[src/rtl/skel_pkg.sv]
// Shared types and helpers for the skeletonization front end: sequencer states,
// pixel width and frame-size arithmetic.
package skel_pkg;

  localparam int PIX_W = 8;

  typedef enum logic [2:0] {
    IDLE  = 3'd0,
    WRITE = 3'd1,
    READ  = 3'd2,
    CHECK = 3'd3,
    DUMP  = 3'd4
  } seq_state_t;

  function automatic int last_addr(input int n);
    return n * n - 1;
  endfunction

endpackage

[src/rtl/frame_ram.sv]
// Frame store: one synchronous write port, two asynchronous read ports
// (A for the bus/dump pointer, B for the result-compare address).
module frame_ram
  import skel_pkg::*;
#(
  parameter int DEPTH = 64,
  parameter int AW    = 7
) (
  input  logic             clk,
  input  logic             we,
  input  logic [AW-1:0]    waddr,
  input  logic [PIX_W-1:0] wdata,
  input  logic [AW-1:0]    ra_addr,
  output logic [PIX_W-1:0] ra_data,
  input  logic [AW-1:0]    rb_addr,
  output logic [PIX_W-1:0] rb_data
);

  localparam int IW = (DEPTH > 1) ? $clog2(DEPTH) : 1;

  logic [PIX_W-1:0] mem [DEPTH];

  always_ff @(posedge clk) begin
    if (we) mem[waddr[IW-1:0]] <= wdata;
  end

  assign ra_data = mem[ra_addr[IW-1:0]];
  assign rb_data = mem[rb_addr[IW-1:0]];

  // Address bits above the array index never reach a live entry.
  if (AW > IW) begin : g_hi_bits
    logic unused_hi;
    assign unused_hi = ^{waddr[AW-1:IW], ra_addr[AW-1:IW], rb_addr[AW-1:IW]};
  end

endmodule

[src/rtl/pixel_frame_sequencer.sv]
// Holds one N x N frame, sweeps it over the shared kernel bus (write then read),
// folds collector results back in until the frame settles, then streams it out.
module pixel_frame_sequencer
  import skel_pkg::*;
#(
  parameter int N        = 8,
  parameter int bitSize  = 6,
  parameter int MAX_ITER = 16
) (
  input  logic               clk,
  input  logic               rst_n,
  input  logic               load_valid,
  input  logic [PIX_W-1:0]   load_data,
  output logic               load_ready,
  input  logic               start,
  output logic               busy,
  output logic               done,
  output logic [7:0]         iterations,
  output logic               k_we,
  output logic [bitSize:0]   k_addr,
  output logic [PIX_W-1:0]   k_data,
  input  logic               res_valid,
  input  logic [bitSize:0]   res_addr,
  input  logic [PIX_W-1:0]   res_data,
  output logic               out_valid,
  output logic [bitSize:0]   out_addr,
  output logic [PIX_W-1:0]   out_data,
  input  logic               out_ready
);

  localparam int            AW    = bitSize + 1;
  localparam int            DEPTH = N * N;
  localparam logic [AW-1:0] LAST  = AW'(last_addr(N));
  localparam logic [AW-1:0] ONE   = AW'(1);
  localparam logic [7:0]    MAX_B = 8'(MAX_ITER);

  function automatic logic [7:0] sat_inc(input logic [7:0] v);
    return (v == 8'hFF) ? v : v + 8'd1;
  endfunction

  seq_state_t       state_q, state_d;
  logic [AW-1:0]    ld_ptr_q, ld_ptr_d;
  logic             frame_loaded_q, frame_loaded_d;
  logic             phase_q, phase_d;
  logic             changed_q, changed_d;
  logic [7:0]       iter_q, iter_d;
  logic             busy_q, busy_d;
  logic             done_q, done_d;
  logic             load_ready_q, load_ready_d;
  logic             k_we_q, k_we_d;
  logic [AW-1:0]    k_addr_q, k_addr_d;
  logic [PIX_W-1:0] k_data_q, k_data_d;
  logic             out_valid_q, out_valid_d;
  logic [AW-1:0]    out_addr_q, out_addr_d;
  logic [PIX_W-1:0] out_data_q, out_data_d;

  logic             k_sel, o_sel;
  logic             ld_we, res_we;
  logic             ram_we;
  logic [AW-1:0]    ram_waddr;
  logic [PIX_W-1:0] ram_wdata;
  logic [AW-1:0]    ra_addr;
  logic [PIX_W-1:0] ra_data, rb_data;

  frame_ram #(.DEPTH(DEPTH), .AW(AW)) u_ram (
    .clk     (clk),
    .we      (ram_we),
    .waddr   (ram_waddr),
    .wdata   (ram_wdata),
    .ra_addr (ra_addr),
    .ra_data (ra_data),
    .rb_addr (res_addr),
    .rb_data (rb_data)
  );

  always_comb begin
    state_d        = state_q;
    ld_ptr_d       = ld_ptr_q;
    frame_loaded_d = frame_loaded_q;
    phase_d        = phase_q;
    changed_d      = changed_q;
    iter_d         = iter_q;
    busy_d         = busy_q;
    done_d         = 1'b0;
    load_ready_d   = 1'b0;
    k_we_d         = 1'b0;
    k_addr_d       = '0;
    k_sel          = 1'b0;
    out_valid_d    = 1'b0;
    out_addr_d     = '0;
    o_sel          = 1'b0;
    ld_we          = 1'b0;
    res_we         = 1'b0;

    case (state_q)
      IDLE: begin
        load_ready_d = 1'b1;
        if (load_ready_q && load_valid) begin
          ld_we = 1'b1;
          if (ld_ptr_q == LAST) begin
            ld_ptr_d       = '0;
            frame_loaded_d = 1'b1;
          end else begin
            ld_ptr_d = ld_ptr_q + ONE;
          end
        end
        if (start && frame_loaded_q) begin
          state_d      = WRITE;
          iter_d       = 8'd0;
          changed_d    = 1'b0;
          busy_d       = 1'b1;
          load_ready_d = 1'b0;
          k_we_d       = 1'b1;
          k_sel        = 1'b1;
          phase_d      = 1'b0;
        end
      end

      WRITE: begin
        k_we_d   = 1'b1;
        k_sel    = 1'b1;
        k_addr_d = k_addr_q;
        phase_d  = ~phase_q;
        if (phase_q) begin
          if (k_addr_q == LAST) begin
            state_d  = READ;
            k_we_d   = 1'b0;
            k_addr_d = '0;
          end else begin
            k_addr_d = k_addr_q + ONE;
          end
        end
      end

      READ: begin
        k_sel    = 1'b1;
        k_addr_d = k_addr_q;
        phase_d  = ~phase_q;
        if (res_valid) begin
          res_we = 1'b1;
          if (res_data != rb_data) changed_d = 1'b1;
        end
        if (phase_q) begin
          if (k_addr_q == LAST) begin
            state_d  = CHECK;
            k_sel    = 1'b0;
            k_addr_d = '0;
          end else begin
            k_addr_d = k_addr_q + ONE;
          end
        end
      end

      CHECK: begin
        iter_d = sat_inc(iter_q);
        if (!changed_q || iter_d == MAX_B) begin
          state_d     = DUMP;
          out_valid_d = 1'b1;
          o_sel       = 1'b1;
        end else begin
          state_d   = WRITE;
          changed_d = 1'b0;
          k_we_d    = 1'b1;
          k_sel     = 1'b1;
          phase_d   = 1'b0;
        end
      end

      DUMP: begin
        out_valid_d = 1'b1;
        o_sel       = 1'b1;
        out_addr_d  = out_addr_q;
        if (out_valid_q && out_ready) begin
          if (out_addr_q == LAST) begin
            state_d        = IDLE;
            out_valid_d    = 1'b0;
            out_addr_d     = '0;
            o_sel          = 1'b0;
            done_d         = 1'b1;
            busy_d         = 1'b0;
            frame_loaded_d = 1'b0;
            load_ready_d   = 1'b1;
          end else begin
            out_addr_d = out_addr_q + ONE;
          end
        end
      end

      default: state_d = IDLE;
    endcase
  end

  // Port A looks ahead to the next pointer so data registers alongside its address.
  assign ra_addr = k_sel ? k_addr_d : out_addr_d;

  always_comb begin
    k_data_d   = '0;
    out_data_d = '0;
    if (k_sel) k_data_d = ra_data;
    if (o_sel) out_data_d = ra_data;
  end

  assign ram_we    = ld_we | res_we;
  assign ram_waddr = ld_we ? ld_ptr_q  : res_addr;
  assign ram_wdata = ld_we ? load_data : res_data;

  always_ff @(posedge clk or negedge rst_n) begin
    if (!rst_n) begin
      state_q        <= IDLE;
      ld_ptr_q       <= '0;
      frame_loaded_q <= 1'b0;
      phase_q        <= 1'b0;
      changed_q      <= 1'b0;
      iter_q         <= 8'd0;
      busy_q         <= 1'b0;
      done_q         <= 1'b0;
      load_ready_q   <= 1'b0;
      k_we_q         <= 1'b0;
      k_addr_q       <= '0;
      k_data_q       <= '0;
      out_valid_q    <= 1'b0;
      out_addr_q     <= '0;
      out_data_q     <= '0;
    end else begin
      state_q        <= state_d;
      ld_ptr_q       <= ld_ptr_d;
      frame_loaded_q <= frame_loaded_d;
      phase_q        <= phase_d;
      changed_q      <= changed_d;
      iter_q         <= iter_d;
      busy_q         <= busy_d;
      done_q         <= done_d;
      load_ready_q   <= load_ready_d;
      k_we_q         <= k_we_d;
      k_addr_q       <= k_addr_d;
      k_data_q       <= k_data_d;
      out_valid_q    <= out_valid_d;
      out_addr_q     <= out_addr_d;
      out_data_q     <= out_data_d;
    end
  end

  assign load_ready = load_ready_q;
  assign busy       = busy_q;
  assign done       = done_q;
  assign iterations = iter_q;
  assign k_we       = k_we_q;
  assign k_addr     = k_addr_q;
  assign k_data     = k_data_q;
  assign out_valid  = out_valid_q;
  assign out_addr   = out_addr_q;
  assign out_data   = out_data_q;

endmodule

[config.mk]
export PLATFORM = sky130hd
export DESIGN_NAME = pixel_frame_sequencer
export DESIGN_NICKNAME = d
export VERILOG_FILES = /design/src/rtl/skel_pkg.sv /design/src/rtl/frame_ram.sv /design/src/rtl/pixel_frame_sequencer.sv
export SDC_FILE = /design/constraint.sdc
export NUM_CORES = 1
export LEC_CHECK = 0
export ABC_AREA = 1
export CAP_MARGIN = 20
export CORE_AREA = 3 3 257 259
export CTS_CLUSTER_DIAMETER = 50
export DETAILED_ROUTE_END_ITERATION = 8
export DIE_AREA = 0 0 260 262
export PLACE_DENSITY = 0.65
export SLEW_MARGIN = 30
export SYNTH_ARGS = -nofsm -noshare
export SYNTH_HDL_FRONTEND = slang
export SYNTH_SLANG_ARGS = --single-unit
[constraint.sdc]
create_clock -name clk -period 5.24 [get_ports clk]
set_input_delay 0.524 -clock clk [delete_from_list [all_inputs] [get_ports clk]]
set_output_delay 0.524 -clock clk [all_outputs]
set_load 0.01 [all_outputs]
==> impl_summary.log <==
INFO  metric groute.usage.overall = a little over a quarter
INFO  metric synth-seq-cells = 568
INFO  metric timing.final.max_slew_violations = 0
INFO  metric routed-via-count = ~24000
INFO  metric cp.arrival = 4.64 ns
INFO  metric placementRows = 93
INFO  metric ys_top_cells_by_count = sky130_fd_sc_hd__edfxtp_1, sky130_fd_sc_hd__o21ai_0, sky130_fd_sc_hd__nand2_1
INFO  metric clock_sink_count = approximately 570
INFO  metric syn_area = 28800 sq um
INFO  metric synth_cell_type_count = 43
INFO  metric synth_cells = ~3000
INFO  metric drc = 0
INFO  metric fmaxAchievable = 242 MHz
INFO  metric timing.critical_path.fanout_max = 60
INFO  metric number_of_drc_violations_after_detailed_routing_iteration_0 = 4031
INFO  metric cpMostUsedCell = sky130_fd_sc_hd__nand3_1
INFO  metric cpMaxStageDelayCell = sky130_fd_sc_hd__nand2_4
INFO  metric grt_pass1_vias = 23200
INFO  metric register_to_register_path_depth = 19
INFO  metric vdd_ir_drop_max = approximately 0.36 mV
INFO  metric synthesis.nets = 3019
INFO  metric max_slew.worst_pin.slew = about 1.1 ns
INFO  metric design_area = 32800 sq um
INFO  metric syn_avg_cell_area = 9.64 sq um
INFO  metric ratio_of_total_power_to_cell_area = 467 nW/um^2
INFO  metric placedInstanceArea = 30800 sq um
INFO  metric synth_enable_flop_cells = 512
INFO  metric detail_route.wl_per_cell = 24.0 um
INFO  metric hold_class = input pin to asynchronous set/reset pin
INFO  metric timing.hold.ws = around 0.044 ns
INFO  metric num_cts_buffers = 61
INFO  metric floorplan.io_pins = slightly above 70
INFO  metric drv_cap = 0
INFO  metric diodes = 0
INFO  metric setup.worst_path.start_class = flop
INFO  metric synth-async-reset-ratio = 9.86%
INFO  metric grt_antenna_before_repair = 1
INFO  metric post-dp-hpwl = 55.9 mm
INFO  metric area_delta_synth_final = 14.1%
INFO  metric postCtsResizedCells = 0
INFO  metric period_share = 78.9%
INFO  metric detailed_routing_iteration_count_for_the_pre_antenna_repair_pass = 8
INFO  metric post_synth_main_area_contributors = sky130_fd_sc_hd__edfxtp_1, sky130_fd_sc_hd__o21ai_0, sky130_fd_sc_hd__nand3_1, sky130_fd_sc_hd__nand2_1, sky130_fd_sc_hd__nor2_1
INFO  metric filler_cell_count_in_the_final_layout = 5553
INFO  metric die-width = 260 um
INFO  metric setup_viol_count_final = 0
INFO  metric finalHoldViolations = 0
INFO  metric predominant_post_synthesis_flop_cell = sky130_fd_sc_hd__edfxtp_1
INFO  metric insertion_delay = roughly 0.63 ns
INFO  metric portBuffers = 70
INFO  metric cp_cell_sequence = ha_1 > nand2_2 > nor2_4 > nand3_1 > nand2_1 > inv_1 > nor2_2 > nand3_2 > nand3_4 > nand3_2 > nand2_4 > buf_12 > nand2_1 > nand3_1 > nand3_1 > nand3_1 > nand3_1 > nand2_1 > nor2_1
INFO  metric timing.max_slew.rel_slack = 29.4%
INFO  metric setup_crit_path_kind = flop to flop
INFO  metric wirelength = 94.2 mm
INFO  metric root_buffer = sky130_fd_sc_hd__clkbuf_16
INFO  metric clock-skew-final = 0.0223 ns
INFO  metric fp.dieH = approximately 260 um
INFO  metric warning_count_from_the_yosys_run = 0
INFO  metric ctsHtreeMaxLevel = 2
INFO  metric clockBufferDepth = 3
INFO  metric post-layout-total-power = 15.4 mW
INFO  metric tns_setup = 0 ns
INFO  metric cellLeakagePower = 11.9 nW
INFO  metric grt_setup_unrepaired = no
INFO  metric worstSetupEndpointType = flop
INFO  metric yosysSeqAreaShare = between 50% and 60%
INFO  metric clock_tree_from_tritoncts = done
INFO  metric post-cts-setup-buffer-count = 0
INFO  metric critPathRequiredTime = between 5 and 6 ns
INFO  metric cts_hold_buffers = 0
INFO  metric min_period = approximately 4.1 ns
INFO  metric timing.critical_path.slowest_cell_delay = a little under 0.9 ns
INFO  metric final_layout_size_suffix_gt1_share = between 10% and 20%
INFO  metric grt_start_max_net_pins = 142
INFO  metric clk_pin_slew_worst_paths = roughly 0.06 ns
INFO  metric global_route_wire_length_before_repair = 139 mm
INFO  metric post_drt_via_cell_ratio = 6.18
INFO  metric outcome = finished clean
INFO  metric yosys.cell_count.top_type = sky130_fd_sc_hd__edfxtp_1
INFO  metric core-area = 64100 sq um
INFO  metric place.gp.congestion = 0.907
INFO  metric fp.dieArea = slightly below 70000 sq um
INFO  metric ant_nets = 0
INFO  metric yosysTopAreaCell = sky130_fd_sc_hd__edfxtp_1
INFO  metric yosysTopAreaCellShare = 53.4%
INFO  metric start_util = 44.9%
INFO  metric grt_overflow = 0
INFO  metric final_nets = 3059
registers in the layout, indices dropped and copies added, names as in the netlist:
name            flops
out_valid           1
done                1
ld_ptr_q            7
changed_q           1
iterations          8
out_addr            7
k_we                1
busy                1
k_addr              7
phase_q             1
k_data              8
out_data            8
u_ram.mem         512
load_ready          1
frame_loaded_q      1
state_q             3
cell families (layout without fill, tap and decap cells):
logic type                 after synthesis  in the layout  share of synthesized area [%]
AOI/OAI and AO/OA                      630            630                           11.7
xor gates and xnor gates                 4              4                          0.122
adders and majority gates                4              4                          0.174
buffers and inverters                  322            412                           4.95
DFF                                    568            568                           58.3
muxes                                  134            134                           4.66
and+or+nand+nor                       1324           1324                           20.1
layout by cell type, fill, tap and decap left out, types with 42 or more instances in the layout:
cell	count
sky130_fd_sc_hd__clkdlybuf4s50_1	66
sky130_fd_sc_hd__nand3_1	367
sky130_fd_sc_hd__a21oi_1	42
sky130_fd_sc_hd__buf_4	92
sky130_fd_sc_hd__or2_2	80
sky130_fd_sc_hd__mux2i_1	134
sky130_fd_sc_hd__dfrtp_1	56
sky130_fd_sc_hd__o22ai_1	114
sky130_fd_sc_hd__o21ai_0	422
sky130_fd_sc_hd__nor2_1	399
sky130_fd_sc_hd__clkbuf_16	64
sky130_fd_sc_hd__nand2_1	427
sky130_fd_sc_hd__edfxtp_1	512
sky130_fd_sc_hd__inv_1	110
per-stage QoR:
step / instances / util (%) / setup slack, ns
floorplan: 2986 / - / 1.04
global placement: 3813 / 47.8 / 1.05
detailed placement: 3818 / 48.0 / 0.971
CTS: 3931 / 51.2 / 1.19
global route: 3931 / 51.2 / 0.911
finish: 3931 / 51.2 / 1.10
path summary, 6_finish.rpt:
| path | startpoint | to | slack (ns) |
|---|---|---|---|
| setup / recovery | iterations[1]$_DFFE_PN0P_ | out_data[5]$_DFF_PN0_ | 1.10 |
| hold / removal | rst_n | load_ready$_DFF_PN0_ | 0.04 |
| setup reg to reg | iterations[1]$_DFFE_PN0P_ | out_data[5]$_DFF_PN0_ | 1.10 |
| hold reg to reg | busy$_DFFE_PN0P_ | busy$_DFFE_PN0P_ | 0.48 |
| max in group asynchronous | rst_n | k_addr[6]$_DFFE_PN0N_ | 4.74 |
| min in group clk | busy$_DFFE_PN0P_ | busy$_DFFE_PN0P_ | 0.48 |
metal layers:
metal  share of wire (%)  up-vias  global-route usage [%]
met4                 3.8        2                    10.6
met5              0.0074        -                       0
met2                  45     1697                    42.1
met1                  39    11700                    36.4
li1                    -    10700                       -
met3                  12      258                    6.50
power by group:
part	switching (mW)	internal, mW
clock network	1.80	2.65
logic	3.63	1.78
registers	0.131	5.37
final cells by class:
| class | instances | area (sq um) | share of cell area [%] |
|---|---|---|---|
| clock buffer | 83 | 1720 | 5.24 |
| tap | 855 | 1070 | 3.26 |
| timing repair buffer | 179 | 1760 | 5.35 |
| clock inverter | 30 | 362 | 1.10 |
| inverter | 120 | 459 | 1.40 |
| sequential | 568 | 16800 | 51.1 |
| multi-input combinational | 2096 | 10700 | 32.6 |
critical path, delay by kind of cell, from the launching register on:
family / cells / cell delay, ns
AND/OR/NAND/NOR: 16 / 2.95
flip-flops: 1 / 0.44
adder cells (fa/ha/maj): 1 / 0.23
buffers and inverters: 2 / 0.36
No activity file was read; power rests on OpenSTA's default activity.
